**config.mk**
```make
export PLATFORM = sky130hd
export DESIGN_NAME = spi_master_bridge_flat
export DESIGN_NICKNAME = d
export VERILOG_FILES = /design/src/rtl/spi_master_bridge_pkg.sv /design/src/rtl/spi_master_bridge_if.sv /design/src/rtl/spi_master_bridge_clk_gen.sv /design/src/rtl/spi_master_bridge.sv /design/src/flat_wrapper.sv
export SDC_FILE = /design/constraint.sdc
export NUM_CORES = 1
export LEC_CHECK = 0
export ABC_AREA = 1
export CAP_MARGIN = 40
export CORE_MARGIN = 1.5
export CORE_UTILIZATION = 50
export CTS_CLUSTER_SIZE = 16
export DETAILED_ROUTE_END_ITERATION = 7
export PLACE_DENSITY = 0.81
export SLEW_MARGIN = 0
export SYNTH_ARGS = -nofsm -noshare
export SYNTH_HDL_FRONTEND = slang
export SYNTH_SLANG_ARGS = --single-unit
```
**constraint.sdc**
```tcl
create_clock -name clk_sys -period 1.3 [get_ports clk_sys]
set_input_delay 0.26 -clock clk_sys [delete_from_list [all_inputs] [get_ports clk_sys]]
set_output_delay 0.26 -clock clk_sys [all_outputs]
set_load 0.1 [all_outputs]
```
**src/rtl/spi_master_bridge_pkg.sv**
```systemverilog
// Shared definitions for the SPI master bridge: word width, timing defaults
// and the frame sequencer state encoding.
package spi_master_bridge_pkg;

    localparam int AUDIO_WORD_W    = 16;
    localparam int DEFAULT_CLK_DIV = 4;
    localparam int DEFAULT_CS_GAP  = 4;
    localparam int HALF_CNT_W      = 8;

    typedef enum logic [2:0] {
        IDLE  = 3'd0,
        FETCH = 3'd1,
        LOAD  = 3'd2,
        SETUP = 3'd3,
        SHIFT = 3'd4,
        HOLD  = 3'd5,
        GAP   = 3'd6
    } state_t;

endpackage

```
**src/rtl/spi_master_bridge_if.sv**
```systemverilog
// FIFO handshake and SPI pin bundle for the SPI master bridge.
// master = bridge side, slave = FIFO/peripheral side.
interface spi_master_bridge_if
    import spi_master_bridge_pkg::*;
#(
    parameter int WORD_W = AUDIO_WORD_W
);
    logic [WORD_W-1:0] tx_dout;
    logic              tx_empty;
    logic              tx_rd_en;
    logic [WORD_W-1:0] rx_din;
    logic              rx_wr_en;
    logic              rx_full;
    logic              sclk;
    logic              cs_n;
    logic              mosi;
    logic              miso;

    modport master (
        input  tx_dout, tx_empty, rx_full, miso,
        output tx_rd_en, rx_din, rx_wr_en, sclk, cs_n, mosi
    );

    modport slave (
        output tx_dout, tx_empty, rx_full, miso,
        input  tx_rd_en, rx_din, rx_wr_en, sclk, cs_n, mosi
    );

endinterface

```
**src/rtl/spi_master_bridge_clk_gen.sv**
```systemverilog
// Half-period tick counter for sclk. Restarts on start, idles at zero when
// not running, and splits each terminal count into a rise or fall strobe
// depending on the current sclk level.
module spi_clk_gen
    import spi_master_bridge_pkg::*;
#(
    parameter int CLK_DIV = DEFAULT_CLK_DIV
) (
    input  logic clk_sys,
    input  logic rst_n,
    input  logic start,
    input  logic run,
    input  logic sclk_level,
    output logic tick_rise,
    output logic tick_fall
);
    localparam logic [HALF_CNT_W-1:0] HALF_LAST = HALF_CNT_W'(CLK_DIV - 1);

    logic [HALF_CNT_W-1:0] half_cnt_reg;
    logic                  tick;

    assign tick      = run && (half_cnt_reg == HALF_LAST);
    assign tick_rise = tick && !sclk_level;
    assign tick_fall = tick && sclk_level;

    // Count clk_sys cycles within the current sclk half-period.
    always_ff @(posedge clk_sys) begin
        if (!rst_n || start || !run) begin
            half_cnt_reg <= '0;
        end else if (tick) begin
            half_cnt_reg <= '0;
        end else begin
            half_cnt_reg <= half_cnt_reg + HALF_CNT_W'(1);
        end
    end

endmodule

```
**src/rtl/spi_master_bridge.sv**
```systemverilog
// SPI master (CPOL=0, CPHA=1): pops one TX word per cs_n frame, shifts it
// out MSB-first while capturing miso, and pushes the captured word to RX.
module spi_master_bridge
    import spi_master_bridge_pkg::*;
#(
    parameter int WORD_W  = AUDIO_WORD_W,
    parameter int CLK_DIV = DEFAULT_CLK_DIV,
    parameter int CS_GAP  = DEFAULT_CS_GAP
) (
    input  logic clk_sys,
    input  logic rst_n,
    input  logic enable,
    input  logic ovf_clr,
    output logic busy,
    output logic overflow,
    spi_master_bridge_if.master bus
);
    localparam int BIT_CNT_W = $clog2(WORD_W) + 1;
    localparam logic [BIT_CNT_W-1:0]  BIT_LAST = BIT_CNT_W'(WORD_W);
    localparam logic [HALF_CNT_W-1:0] GAP_LAST = HALF_CNT_W'(CS_GAP - 1);

    state_t                state_reg, state_next;
    logic [WORD_W-1:0]     shift_reg, shift_next;
    logic [WORD_W-1:0]     rx_shift_reg, rx_shift_next;
    logic [WORD_W-1:0]     rx_din_reg, rx_din_next;
    logic [BIT_CNT_W-1:0]  bit_cnt_reg, bit_cnt_next;
    logic [HALF_CNT_W-1:0] gap_cnt_reg, gap_cnt_next;
    logic                  sclk_reg, sclk_next;
    logic                  cs_n_reg, cs_n_next;
    logic                  mosi_reg, mosi_next;
    logic                  tx_rd_en_reg, tx_rd_en_next;
    logic                  rx_wr_en_reg, rx_wr_en_next;
    logic                  rx_pending_reg, rx_pending_next;
    logic                  overflow_reg, overflow_next;
    logic                  ovf_set;
    logic                  tick_rise, tick_fall;
    logic                  clk_run;

    // The half-period counter runs only while cs_n is low.
    assign clk_run = (state_reg == SETUP) || (state_reg == SHIFT) || (state_reg == HOLD);

    spi_clk_gen #(
        .CLK_DIV (CLK_DIV)
    ) u_clk_gen (
        .clk_sys    (clk_sys),
        .rst_n      (rst_n),
        .start      (state_reg == LOAD),
        .run        (clk_run),
        .sclk_level (sclk_reg),
        .tick_rise  (tick_rise),
        .tick_fall  (tick_fall)
    );

    // Frame sequencer: next state and next values of all registered outputs.
    always_comb begin
        state_next      = state_reg;
        shift_next      = shift_reg;
        rx_shift_next   = rx_shift_reg;
        rx_din_next     = rx_din_reg;
        bit_cnt_next    = bit_cnt_reg;
        gap_cnt_next    = gap_cnt_reg;
        sclk_next       = sclk_reg;
        cs_n_next       = cs_n_reg;
        mosi_next       = mosi_reg;
        rx_pending_next = rx_pending_reg;
        tx_rd_en_next   = 1'b0;
        rx_wr_en_next   = 1'b0;
        ovf_set         = 1'b0;

        case (state_reg)
            IDLE: begin
                if (enable && !bus.tx_empty) begin
                    tx_rd_en_next = 1'b1;
                    state_next    = FETCH;
                end
            end
            FETCH: begin
                // FIFO data appears one cycle after the pop.
                state_next = LOAD;
            end
            LOAD: begin
                shift_next   = bus.tx_dout;
                cs_n_next    = 1'b0;
                bit_cnt_next = '0;
                state_next   = SETUP;
            end
            SETUP: begin
                if (tick_rise) begin
                    sclk_next  = 1'b1;
                    mosi_next  = shift_reg[WORD_W-1];
                    shift_next = {shift_reg[WORD_W-2:0], 1'b0};
                    state_next = SHIFT;
                end
            end
            SHIFT: begin
                if (tick_fall) begin
                    // miso comes straight from the slave, which launched it on
                    // the preceding sclk rise, so no synchroniser is needed.
                    sclk_next     = 1'b0;
                    rx_shift_next = {rx_shift_reg[WORD_W-2:0], bus.miso};
                    bit_cnt_next  = bit_cnt_reg + BIT_CNT_W'(1);
                end else if (tick_rise) begin
                    if (bit_cnt_reg == BIT_LAST) begin
                        rx_pending_next = 1'b1;
                        state_next      = HOLD;
                    end else begin
                        sclk_next  = 1'b1;
                        mosi_next  = shift_reg[WORD_W-1];
                        shift_next = {shift_reg[WORD_W-2:0], 1'b0};
                    end
                end
            end
            HOLD: begin
                if (rx_pending_reg) begin
                    rx_pending_next = 1'b0;
                    if (!bus.rx_full) begin
                        rx_din_next   = rx_shift_reg;
                        rx_wr_en_next = 1'b1;
                    end else begin
                        ovf_set = 1'b1;
                    end
                end
                if (tick_rise) begin
                    cs_n_next    = 1'b1;
                    mosi_next    = 1'b0;
                    gap_cnt_next = '0;
                    state_next   = GAP;
                end
            end
            GAP: begin
                if (gap_cnt_reg == GAP_LAST) begin
                    gap_cnt_next = '0;
                    state_next   = IDLE;
                end else begin
                    gap_cnt_next = gap_cnt_reg + HALF_CNT_W'(1);
                end
            end
            default: begin
                state_next = IDLE;
            end
        endcase

        // A drop in the same cycle as a clear must still be reported.
        if (ovf_set) begin
            overflow_next = 1'b1;
        end else if (ovf_clr) begin
            overflow_next = 1'b0;
        end else begin
            overflow_next = overflow_reg;
        end
    end

    // State and output registers; reset abandons any in-flight frame.
    always_ff @(posedge clk_sys) begin
        if (!rst_n) begin
            state_reg      <= IDLE;
            shift_reg      <= '0;
            rx_shift_reg   <= '0;
            rx_din_reg     <= '0;
            bit_cnt_reg    <= '0;
            gap_cnt_reg    <= '0;
            sclk_reg       <= 1'b0;
            cs_n_reg       <= 1'b1;
            mosi_reg       <= 1'b0;
            tx_rd_en_reg   <= 1'b0;
            rx_wr_en_reg   <= 1'b0;
            rx_pending_reg <= 1'b0;
            overflow_reg   <= 1'b0;
        end else begin
            state_reg      <= state_next;
            shift_reg      <= shift_next;
            rx_shift_reg   <= rx_shift_next;
            rx_din_reg     <= rx_din_next;
            bit_cnt_reg    <= bit_cnt_next;
            gap_cnt_reg    <= gap_cnt_next;
            sclk_reg       <= sclk_next;
            cs_n_reg       <= cs_n_next;
            mosi_reg       <= mosi_next;
            tx_rd_en_reg   <= tx_rd_en_next;
            rx_wr_en_reg   <= rx_wr_en_next;
            rx_pending_reg <= rx_pending_next;
            overflow_reg   <= overflow_next;
        end
    end

    assign bus.sclk     = sclk_reg;
    assign bus.cs_n     = cs_n_reg;
    assign bus.mosi     = mosi_reg;
    assign bus.tx_rd_en = tx_rd_en_reg;
    assign bus.rx_wr_en = rx_wr_en_reg;
    assign bus.rx_din   = rx_din_reg;
    assign busy         = (state_reg != IDLE);
    assign overflow     = overflow_reg;

endmodule

```
**src/flat_wrapper.sv**
```systemverilog
// flat-port wrapper written by rule: the top's interface ports become plain ports
module spi_master_bridge_flat import spi_master_bridge_pkg::*;
#(
    parameter int WORD_W  = AUDIO_WORD_W,
    parameter int CLK_DIV = DEFAULT_CLK_DIV,
    parameter int CS_GAP  = DEFAULT_CS_GAP
)
  (clk_sys, rst_n, enable, ovf_clr, busy, overflow, bus_tx_dout, bus_tx_empty, bus_rx_full, bus_miso, bus_tx_rd_en, bus_rx_din, bus_rx_wr_en, bus_sclk, bus_cs_n, bus_mosi);
  spi_master_bridge_if #(.WORD_W(WORD_W)) bus_i ();
  input  logic clk_sys;
  input  logic rst_n;
  input  logic enable;
  input  logic ovf_clr;
  output logic busy;
  output logic overflow;
  input wire logic [$bits(bus_i.tx_dout)-1:0] bus_tx_dout;
  input wire logic [$bits(bus_i.tx_empty)-1:0] bus_tx_empty;
  input wire logic [$bits(bus_i.rx_full)-1:0] bus_rx_full;
  input wire logic [$bits(bus_i.miso)-1:0] bus_miso;
  output wire logic [$bits(bus_i.tx_rd_en)-1:0] bus_tx_rd_en;
  output wire logic [$bits(bus_i.rx_din)-1:0] bus_rx_din;
  output wire logic [$bits(bus_i.rx_wr_en)-1:0] bus_rx_wr_en;
  output wire logic [$bits(bus_i.sclk)-1:0] bus_sclk;
  output wire logic [$bits(bus_i.cs_n)-1:0] bus_cs_n;
  output wire logic [$bits(bus_i.mosi)-1:0] bus_mosi;
  assign bus_i.tx_dout = bus_tx_dout;
  assign bus_i.tx_empty = bus_tx_empty;
  assign bus_i.rx_full = bus_rx_full;
  assign bus_i.miso = bus_miso;
  assign bus_tx_rd_en = bus_i.tx_rd_en;
  assign bus_rx_din = bus_i.rx_din;
  assign bus_rx_wr_en = bus_i.rx_wr_en;
  assign bus_sclk = bus_i.sclk;
  assign bus_cs_n = bus_i.cs_n;
  assign bus_mosi = bus_i.mosi;
  spi_master_bridge #(.WORD_W(WORD_W), .CLK_DIV(CLK_DIV), .CS_GAP(CS_GAP)) u_core (.clk_sys(clk_sys), .rst_n(rst_n), .enable(enable), .ovf_clr(ovf_clr), .busy(busy), .overflow(overflow), .bus(bus_i));
endmodule
```
==> impl_metrics.yaml <==
route:
  avgViaCountPerCell: 5.86
  routed_wl_um: 13700
  drtIter0Drc: 532
  vias: 4245
  wl_per_cell_um: 18.9
  dr.pass1.iters: 5
  ant_nets: 0
  drc_errors: 0
final_layout:
  final_common_cell: "nand2_1"
  diodes: 0
  area_growth_pct: 65.6
  drive_gt1_share_pct: 40.1
  mostFrequentLayoutCells: "100 x nand2_1, 69 x dfxtp_1, 51 x nor2_1, 44 x buf_4, 32 x inv_1"
  nets: 651
timing:
  finalCritPeriodShare_pct: 131
  setup_slack_ns: -0.405
  finalClockSkew_ns: 0.00731
  max_slew_margin_pct: 77.0
  drv_slew: 0
  worstMarginPinSlew_ns: 0.342
  layout_min_cycle_time_ns: 1.70
  finalSetupViolations: 78
  max_clock_freq_ghz: 0.587
  hold_ws_ns: 0.487
  rsz0062_at_grt: "yes"
  hold_violations: 0
clocking:
  hold_buffers: 0
  clk_pin_slew_ns: 0.09
  cts_tree: "done"
  ctsRootBufferMaster: "clkbuf_8"
  cts_buffer_depth: 2
  htreeDepth: 3
  clock_latency_ns: 0.37
  clkSinkCount: 79
  cts_buffers: 9
floorplan:
  rows: 30
  die_area_um2: 7780
  die_x_um: 88.2
  num_io_pins: 46
  start_util_pct: 52.6
  core_area_um2: 6910
  die_height_um: 88.2
global_route:
  grt_overflow: 0
  grt_max_degree: 22
  grt_pass1_wl_um: 17700
  track_usage_pct: 29.9
  grt_pass1_vias: 3891
  antenna_found_initial: 0
synth:
  synth_flop_cell: "dfxtp_1"
  yosysTopAreaCell: "dfxtp_1"
  synthesis.nets: 536
  synth_seq_cells: 79
  avgSynthCellArea_um2: 7.13
  ys_seq_area_share_pct: 43.6
  synth_top_cells_by_area: "dfxtp_1 44%, nand2_1 13%, a21oi_1 8.1%"
  synth_warnings: 0
  synth_top_area_share_pct: 43.6
  synthCells: 509
  netlist_area_um2: 3630
  synth-edff-count: 0
  synth_cell_types: 31
  synth-async-reset-ratio_pct: 0
critical_path:
  cp_slowest_stage_delay_ns: 0.33
  arrival_ns: 1.97
  crit_type: "reg2reg"
  cp-end-kind: "register"
  cp.required_ns: 1.56
  cpMaxStageDelayCell: "dfxtp_1"
  crit_fanout: 15
  startpoint_type: "register"
  path_common_cell: "nor2_1"
  crit_chain: "nor2_1 -> nand2_2 -> nor2_4 -> buf_6 -> nand3_4 -> nand2_4 -> inv_6 -> buf_12 -> a21oi_1 -> nor2_1"
power_and_ir_drop:
  sequentialPowerShare_pct: 29.3
  power_density_nw_per_um2: 1680
  p_sw_share_pct: 39.8
  power_leakage_nw: 2.48
  peakVddDrop_uv: 940
  intPower_mw: 6.06
  p_total_mw: 10.1
  power.switching_mw: 4.01
  pwr-share-comb_pct: 48.6
  p_clk_share_pct: 22.1
placed_design:
  port_buffers: 45
  place.gp.congestion: 0.836
  dp_hpwl_um: 5990
outcome:
  violations: "setup timing"
  status: "complete, but fails checks"
worst_hold_path:
  hold_class: "reg2reg"
flow_run:
  maxCapViolCount: 0
-- layout make-up --
type	instances	area, µm²
clock buffers	10	128
fillers	322	897
well taps	96	120
inverters	45	206
multi-input cells	363	2260
repair buffers	125	1580
clock inverters	5	105
repair inverters	1	7.51
flip-flops and latches	79	1600
-- stage by stage --
stage | instances | TNS (ns) | worst slack, ns | area, µm² | util, %
global placement | 677 | -7.49 | -0.148 | 4830 | 69.9
CTS | 712 | -10.01 | -0.242 | 5610 | 81.2
finish | 724 | -17.81 | -0.405 | 6010 | 87.0
global route | 724 | -20.89 | -0.434 | 6010 | 87.0
detailed placement | 677 | -10.27 | -0.225 | 4830 | 69.9
floorplan | 509 | -1.09 | -0.0521 | 3750 | -
-- synth_stat cells (all sizes together), types with 4 or more instances --
cell type / instances
a21oi: 59
nand4: 5
nand2: 127
nor2: 70
buf: 15
xor2: 5
o21ai: 30
nor3: 9
dfxtp: 79
inv: 44
nand3: 33
nand3b: 16
ha: 4
clkbuf: 7
-- path summary, 6_finish.rpt --
kind                                                  startpoint                    to  slack, ns  cells past startpoint
worst max register to register  u_core.u_clk_gen.half_cnt_reg[2]   u_core.shift_reg[2]      -0.40                     10
worst min-delay path                      u_core.rx_shift_reg[0]  u_core.bus.rx_din[0]       0.49                      2
worst min register to register            u_core.rx_shift_reg[0]  u_core.bus.rx_din[0]       0.49                      2
worst max-delay path            u_core.u_clk_gen.half_cnt_reg[2]   u_core.shift_reg[2]      -0.40                     10
-- power groups by stage --
stage                     logic, mW  registers [mW]  clock network [mW]
after floorplan                2.09            3.09                   0
after global placement         3.17            2.94                   0
after detailed placement       3.25            2.96                   0
after CTS                      4.10            2.90                2.21
after global routing           5.11            2.96                2.33
final                          4.89            2.95                2.23
-- worst max-delay path: cells and delay by family (launching register included) --
family	cells	cell delay (ns)
compound gates	1	0.21
flops	1	0.33
simple gates	6	0.72
buf+inv	3	0.32
-- logic make-up (layout without fill, tap and decap cells) --
logic type,after synthesis,after routing,synth area share [%]
AO/OA/AOI/OAI,90,90,12.6
XOR/XNOR,6,6,1.45
adder cells (fa/ha/maj),4,4,1.38
buffers and inverters,67,186,8.24
flip-flops,79,79,43.6
AND/OR/NAND/NOR,263,263,32.8
-- repair_timing --
action,CTS,global route
resized for setup,107,79
setup endpoints to repair,77,79
gates cloned,5,3
setup buffers,16,12
pin swaps,25,25
-- metal layers --
layer,vias up,wire length (µm),track usage [%]
li1,1877,-,-
met4,0,907,14.9
met5,-,0,0
met3,97,972,8.29
met1,1977,4810,30.7
met2,294,7030,55.2
Note: power is estimated with default switching activity, not from simulation.
